**config.mk**
```make
export PLATFORM = sky130hd
export DESIGN_NAME = dda_spi_ctrl
export DESIGN_NICKNAME = d
export VERILOG_FILES = /design/src/rtl/dda_spi_pkg.sv /design/src/rtl/spi_sync_edge.sv /design/src/rtl/dda_spi_ctrl.sv
export SDC_FILE = /design/constraint.sdc
export NUM_CORES = 1
export LEC_CHECK = 0
export BUFFER_PORTS_ARGS = -buffer_cell sky130_fd_sc_hd__buf_4
export CORE_MARGIN = 4
export CORE_UTILIZATION = 50
export CTS_CLUSTER_DIAMETER = 40
export DETAILED_ROUTE_END_ITERATION = 6
export PLACE_DENSITY = 0.72
export SLEW_MARGIN = 20
export SYNTH_ARGS = -nofsm -noshare
export SYNTH_HDL_FRONTEND = slang
export SYNTH_SLANG_ARGS = --single-unit
```
**constraint.sdc**
```tcl
create_clock -name clk -period 4.8 [get_ports clk]
set_input_delay 0.24 -clock clk [delete_from_list [all_inputs] [get_ports clk]]
set_output_delay 0.24 -clock clk [all_outputs]
set_load 0.02 [all_outputs]
```
**src/rtl/dda_spi_pkg.sv**
```systemverilog
// dda_spi_pkg: opcodes, frame length and FSM encoding shared by the DDA SPI front end
package dda_spi_pkg;
    localparam int FRAME_BITS = 32;
    localparam logic [7:0] OP_NOP     = 8'h00;
    localparam logic [7:0] OP_WR_MU   = 8'h01;
    localparam logic [7:0] OP_WR_ICX  = 8'h02;
    localparam logic [7:0] OP_WR_ICY  = 8'h03;
    localparam logic [7:0] OP_LOAD_IC = 8'h04;
    localparam logic [7:0] OP_STEP    = 8'h05;
    localparam logic [7:0] OP_CLR_ERR = 8'h06;
    typedef enum logic [1:0] {IDLE, SHIFT, EXEC, DRAIN} state_t;
endpackage

```
**src/rtl/spi_sync_edge.sv**
```systemverilog
// spi_sync_edge: 3-flop synchronizer for an asynchronous pin with one-cycle rise/fall pulses
module spi_sync_edge (
    input  logic clk,
    input  logic rst_n,
    input  logic din,
    output logic rise,
    output logic fall
);
    logic [2:0] sr;
    always_ff @(posedge clk or negedge rst_n)
        if (!rst_n) sr <= '0;
        else sr <= {sr[1:0], din};
    assign rise = sr[1] & ~sr[2];
    assign fall = ~sr[1] & sr[2];
endmodule

```
**src/rtl/dda_spi_ctrl.sv**
```systemverilog
// dda_spi_ctrl: SPI-slave command decoder driving DDA parameters and step/load controls
module dda_spi_ctrl
    import dda_spi_pkg::*;
#(
    parameter int          N      = 16,
    parameter logic [N-1:0] MU_RST = 16'h0000,
    parameter logic [N-1:0] IC_RST = 16'h3000
) (
    input  logic         clk,
    input  logic         rst_n,
    input  logic         sclk,
    input  logic         cs_n,
    input  logic         mosi,
    output logic         miso,
    output logic         miso_oe,
    input  logic [N-1:0] x,
    input  logic [N-1:0] y,
    output logic [N-1:0] mu,
    output logic [N-1:0] icx,
    output logic [N-1:0] icy,
    output logic         load_ic,
    output logic         step_req,
    input  logic         step_ack,
    output logic         frame_err,
    output logic [7:0]   err_cnt
);
    localparam int CW = $clog2(FRAME_BITS);
    logic sclk_rise, sclk_fall, cs_rise, cs_fall, err, bad_op, extra;
    logic [1:0] mosi_sr;
    logic [FRAME_BITS-1:0] rx;
    logic [2*N-1:0] tx;
    logic [CW-1:0] cnt;
    logic [7:0] op;
    state_t state, state_nx;

    spi_sync_edge u_sclk (.clk(clk), .rst_n(rst_n), .din(sclk), .rise(sclk_rise), .fall(sclk_fall));
    spi_sync_edge u_cs   (.clk(clk), .rst_n(rst_n), .din(cs_n), .rise(cs_rise), .fall(cs_fall));

    assign op     = rx[FRAME_BITS-1 -: 8];
    assign bad_op = op > OP_CLR_ERR || (op == OP_STEP && step_req);
    assign miso   = tx[2*N-1];

    always_ff @(posedge clk or negedge rst_n)
        if (!rst_n) state <= IDLE;
        else state <= state_nx;

    always_comb begin
        state_nx = state;
        err = 1'b0;
        case (state)
            IDLE:  state_nx = cs_fall ? SHIFT : IDLE;
            SHIFT: begin
                state_nx = cs_rise ? IDLE :
                           (sclk_rise && cnt == CW'(FRAME_BITS - 1)) ? EXEC : SHIFT;
                err = cs_rise;
            end
            EXEC: begin
                state_nx = cs_rise ? IDLE : DRAIN;
                err = bad_op;
            end
            DRAIN: begin
                state_nx = cs_rise ? IDLE : DRAIN;
                err = sclk_rise & ~extra;
            end
            default: state_nx = IDLE;
        endcase
    end

    always_ff @(posedge clk or negedge rst_n) begin
        if (!rst_n) begin
            mosi_sr   <= '0;
            miso_oe   <= 1'b0;
            rx        <= '0;
            tx        <= '0;
            cnt       <= '0;
            extra     <= 1'b0;
            mu        <= MU_RST;
            icx       <= IC_RST;
            icy       <= IC_RST;
            load_ic   <= 1'b0;
            step_req  <= 1'b0;
            frame_err <= 1'b0;
            err_cnt   <= '0;
        end else begin
            mosi_sr <= {mosi_sr[0], mosi};
            miso_oe <= cs_fall | (miso_oe & ~cs_rise);
            // snapshot {x,y} exactly at frame start so later core updates cannot tear the readback
            if (state == IDLE && cs_fall) begin
                tx    <= {x, y};
                cnt   <= '0;
                extra <= 1'b0;
            end else if (state != IDLE && sclk_fall) begin
                tx <= {tx[2*N-2:0], 1'b0};
            end
            if (state == SHIFT && sclk_rise) begin
                rx  <= {rx[FRAME_BITS-2:0], mosi_sr[1]};
                cnt <= cnt + 1'b1;
            end
            if (state == DRAIN && sclk_rise) extra <= 1'b1;
            if (state == EXEC)
                case (op)
                    OP_NOP:    ;
                    OP_WR_MU:  mu  <= rx[N-1:0];
                    OP_WR_ICX: icx <= rx[N-1:0];
                    OP_WR_ICY: icy <= rx[N-1:0];
                    default:   ;
                endcase
            load_ic  <= state == EXEC && op == OP_LOAD_IC;
            step_req <= (state == EXEC && op == OP_STEP && !step_req) | (step_req & ~step_ack);
            if (state == EXEC && op == OP_CLR_ERR) begin
                frame_err <= 1'b0;
                err_cnt   <= '0;
            end else if (err) begin
                frame_err <= 1'b1;
                err_cnt   <= err_cnt + 8'(err_cnt != 8'hFF);
            end
        end
    end
endmodule

```
# Word-level counts from Yosys, hierarchy flattened
# Index checks and enable logic that the tools add are counted.
# totals
mem_bits_rw	0
romBits	0
latch_bits	0
elab_cells	84
in_bits	38
n_memories	0
reg_bits	140
# classes
add_sub_neg	2
n_eq_ne	11
multipliers	0
n_mux	16
shift	0
magnitude_cmp	1
div_mod_pow	0
bitwise	16
n_reduce_logical	22
# ops
cell	n
two-way mux 32 bit	2
equality test 8 x 3 -> 1 bit, second input constant	3
equality test 8 x 2 -> 1 bit, second input constant	2
two-way mux 8 bit	2
logical AND 1 bit	10
two-way mux 5 bit	2
nonzero test 2 bit	5
adder 8 x 1 -> 8 bit	1
equality test 8 x 1 -> 1 bit, second input constant	1
> comparator 8 x 3 -> 1 bit, second input constant	1
!= test 8 bit, second input constant	1
bitwise AND 1 bit	7
NOT 1 bit	7
two-way mux 2 bit	3
one-hot mux 2 bit (3 select lines)	1
AND reduction 2 bit	3
adder 5 x 1 -> 5 bit, second input constant	1
equality test 5 bit, second input constant	1
two-way mux 1 bit	5
equality test 2 bit, second input constant	2
one-hot mux 1 bit (3 select lines)	1
equality test 2 x 1 -> 1 bit, second input constant	1
logical NOT 2 bit	1
OR 1 bit	2
other kinds (3)	3

# Logic depth before layout (Yosys ltp)
# depth
word_depth	6
ltp_mapped	7

# Hierarchy
# Synthesis repeated with hierarchy kept, for this count alone.
# hier_totals
cells_unflattened	491
hier_area_um2	5730.5
# modules_own_cells
mod	instances	area_per_inst_um2	cells_each
dda_spi_ctrl	1	5550.3	481
spi_sync_edge	2	90.1	5

# Worst setup path before layout
# No wires, ideal clock.
# synth_timing
path_type	register -> register
from	register state[0]
to	register mu[10]
period_less_slack_ns	2.040
arrival_ns	1.915
setup_ns	0.125
t_required_ns	4.675
slack_ns	2.760
n_path_buf	2
stages_incl_launch_ff	7
cell_sequence	dfrtp_1 buf_6 nor4_4 nand3_4 nor4b_4 buf_6 mux2_2
# synth_between
elab_chain_cells	2
# synth_lines
element	line	source
start, declared	dda_spi_ctrl.sv:34	state_t state, state_nx;
start signal, assigned	dda_spi_ctrl.sv:45	else state <= state_nx;
equality test 2 bit	dda_spi_ctrl.sv:100	if (state == EXEC)
AND reduction 2 bit (no line)	-	
end signal, assigned	dda_spi_ctrl.sv:103	OP_WR_MU: mu <= rx[N-1:0];
end, declared	dda_spi_ctrl.sv:18	output logic [N-1:0] mu,
# Every way passes these cells.
# A chain may end at the register's enable or synchronous reset.

# Worst setup path after layout
# layout_timing
from	register state[0]
to	register icy[14]
# layout_between
elab_chain_cells	2
# layout_lines
element	line	source
equality test 2 bit	dda_spi_ctrl.sv:100	
AND reduction 2 bit (no line)	-	
end signal, assigned	dda_spi_ctrl.sv:105	OP_WR_ICY: icy <= rx[N-1:0];
end, declared	dda_spi_ctrl.sv:20	output logic [N-1:0] icy,
# Every way passes these cells.

==> impl_metrics.py <==
metrics = {
    "outcome": {
        "status": "complete, no violations",
    },
    "grt": {
        "grt_max_degree": 84,
        "busiest_layer": "met2",
        "grt_remaining_overflow": 0,
        "grt_usage_pct": 18.4,
        "gr-usage-met1_pct": 24.4,
        "grt_pass1_vias": 3928,
        "antenna_found_initial": 0,
        "grt_pass1_wl_um": 19200,
        "grt.met3_usage_pct": 4.58,
        "grtUsageMet2_pct": 29.2,
    },
    "placed_design": {
        "hpwl_um": 7420,
        "gp_congestion": 0.751,
        "placed_area_um2": 6560,
        "port_buffers": 98,
    },
    "synthesis": {
        "muxShareOfSynthArea_pct": 15.5,
        "synthesis.area_um2": 5700,
        "synthArstFlopShare_pct": 100,
        "syn_nets": 491,
        "yosysTopAreaCellShare_pct": 59.7,
        "synthFlopType": "dfrtp_1",
        "syn_inst": 449,
        "yosys.area.top_type": "dfrtp_1",
        "synth_adder_area_share_pct": 0.878,
        "post_synth.cell_area_avg_um2": 12.7,
        "synth_compound_gate_area_share_pct": 6.59,
        "synth_edf_count": 0,
        "yosys-top-cells-area": "dfrtp_1, mux2_2, nand2_1, a22oi_1, dfstp_2",
        "yosysSeqAreaShare_pct": 61.6,
        "ys_ff_latch": 140,
        "synth_top_family_by_area": "multiplexers",
        "ys_warn_count": 0,
        "yosys.area_share.simple_pct": 13.2,
        "synth_xor_area_share_pct": 0,
        "synth_cell_types": 48,
    },
    "worst_setup_path": {
        "required_ps": 5090,
        "start_kind": "flop",
        "cpLargestDelayFamily": "simple AND/OR/NAND/NOR gates",
        "critPathKind": "flop to flop",
        "crit_chain": "nor4_4, nand3_4, nand4bb_1, mux2_1",
        "crit_slowest_cell": "nand4bb_1",
        "path_buf_inv": 0,
        "worstPathArrival_ps": 2960,
        "rrSetupSlack_ps": 2130,
        "endpoint_kind": "flop",
        "critPathMaxStageDelay_ps": 850,
        "critPathMaxFanout": 16,
    },
    "clock_tree": {
        "cts_hold_buf": 4,
        "cts_tree": "done",
        "cts_setup_buffers": 0,
        "cts-root-buf": "clkbuf_16",
        "h-tree-depth": 4,
        "clk_pin_slew_ps": 60,
        "clockBufferDepth": 2,
        "clk_latency_ps": 410,
        "cts_buffers": 17,
        "cts_resized": 0,
        "numClockSinks": 140,
    },
    "timing": {
        "fin_crit_ps": 2670,
        "finalHoldViolCount": 0,
        "tightest_slew_ps": 901,
        "slew_violations": 0,
        "max_freq_mhz": 375,
        "fin_crit_sh_pct": 55.6,
        "slew_headroom_pct": 39.6,
        "rsz0062_at_grt": "false",
        "setup_tns_ps": 0,
        "finalSetupViolCount": 0,
        "finClkSkew_ps": 7.28,
    },
    "drt": {
        "route.detailed.drc": 0,
        "final_antenna_net_count": 0,
        "num_vias": 3759,
        "first_pass_iters": 4,
        "wl_um": 11400,
        "viasPerCell": 5.32,
        "wire_per_inst_um": 16.1,
        "drt-initial-drc-count": 193,
    },
    "layout": {
        "post_route_cells_drive_above_1_share_pct": 39.0,
        "final_nets": 595,
        "fill_cells": 843,
        "final_cell_area_um2": 7250,
        "diodes": 0,
        "area_growth_pct": 27.3,
    },
    "die": {
        "initial_core_util_pct": 51.9,
        "die_w_um": 115,
        "rows": 38,
        "core_um2": 11000,
        "die_h_um": 115,
        "ios": 99,
        "dieArea_um2": 13200,
    },
    "pwr": {
        "p_leak_nw": 3.68,
        "peakVddDrop_mv": 0.266,
        "p_per_area_nw_per_um2": 426,
    },
    "hold_path": {
        "min_path_type": "primary input to flop",
    },
    "flow_run": {
        "max_cap_violations": 0,
    },
}
==> sequential cells by signal (all words and copies together) (netlist names), 2 cells and up <==
name and count:
icx 16, icy 16, u_cs.sr 3, mu 16
state 2, u_sclk.sr 3, tx 32, mosi_sr 2
cnt 5, err_cnt 8, rx 32
==> per-layer routing <==
| metal | part of all wire (%) | up-vias | wire length [um] |
|---|---|---|---|
| met5 | 0 | - | 0 |
| met4 | 1.5 | 0 | 176 |
| met3 | 4.4 | 14 | 501 |
| met2 | 49 | 81 | 5600 |
| met1 | 45 | 1877 | 5080 |
| li1 | - | 1787 | - |
==> final cells by class <==
type	instances	area, um2	area share (%)
clock inverters	13	196	2.71
multi-input cells	284	2090	28.8
inverters	2	7.51	0.104
well taps	140	175	2.42
flip-flops and latches	140	3510	48.4
clock buffers	19	443	6.11
repair buffers	108	836	11.5
==> cells by family after synthesis <==
logic type               count (synthesis)
AO/OA/AOI/OAI                           53
adder cells (fa/ha/maj)                  4
buffers and inverters                   25
flip-flops                             140
multiplexers                            79
AND/OR/NAND/NOR                        148
==> Yosys cell counts (2+ instances only) <==
cell       count
dfstp_2        4
clkbuf_1      10
inv_1          2
ha_1           4
a22o_1         4
nor3_1         4
nor4bb_1       3
o21ai_0       10
nand4bb_1      2
dfrtp_1      136
mux2i_1        7
nand3_1        5
nor4b_4        2
nand4_1        3
nand2_1      100
and3b_1        2
mux2_2        71
or4_1          2
nor2_1        10
nor2b_1        2
a22oi_1       29
buf_6          4
buf_2          8
==> worst reg2reg max path, cell delays in order, from the launching register on <==
cell and delay [ps]:
dfrtp_1 510, nor4_4 440, nand3_4 160, nand4bb_1 860, mux2_1 600
==> report_power, final <==
group          total, mW  switching [mW]  internal [mW]
clock network       1.41           0.478          0.930
registers           1.40           0.103           1.30
logic              0.278           0.145          0.133
==> cell usage in the layout, fill, tap and decap left out, types with 2 or more instances in the layout <==
| master | Yosys | routed |
|---|---|---|
| nand4bb_1 | 2 | 2 |
| nor4b_4 | 2 | 3 |
| dfrtp_1 | 136 | 136 |
| and3b_1 | 2 | 2 |
| nand3_1 | 5 | 5 |
| a22o_1 | 4 | 4 |
| nand4_1 | 3 | 3 |
| nor4bb_1 | 3 | 2 |
| buf_4 | 0 | 101 |
| nor2_1 | 10 | 10 |
| dlygate4sd3_1 | 0 | 4 |
| clkinv_2 | 0 | 6 |
| dfstp_2 | 4 | 4 |
| nor2b_1 | 2 | 2 |
| nor3_1 | 4 | 3 |
| buf_6 | 4 | 2 |
| mux2i_1 | 7 | 7 |
| ha_1 | 4 | 4 |
| a22oi_1 | 29 | 29 |
| nand2_1 | 100 | 100 |
| bufinv_16 | 0 | 5 |
| mux2_2 | 71 | 71 |
| or4_1 | 2 | 2 |
| o21ai_0 | 10 | 10 |
| clkbuf_16 | 0 | 17 |
| inv_1 | 2 | 2 |
==> metrics by stage <==
| stage | cells | setup WS [ps] | hold WS, ps | power, mW | util [%] |
|---|---|---|---|---|---|
| finish | 706 | 2130 | 27.3 | 3.09 | 66.0 |
| global route | 706 | 1890 | 17.0 | 3.23 | 66.0 |
| CTS | 705 | 2090 | 13.9 | 3.11 | 65.9 |
| detailed placement | 669 | 2070 | 336 | 1.70 | 59.7 |
| global placement | 668 | 2170 | 329 | 1.68 | 59.6 |
| floorplan | 449 | 2760 | -55.6 | 1.57 | - |
==> worst paths after layout <==
kind,startpoint,endpoint,cells after the start
worst max-delay path,state[0],icy[14],4
worst min-delay path,step_ack,step_req,2
worst max register to register,state[0],icy[14],4
worst min register to register,u_sclk.sr[0],u_sclk.sr[1],0
max in group asynchronous,rst_n,rx[6],3
min in group asynchronous,rst_n,icx[2],2
(Power assumes the default switching activity.)
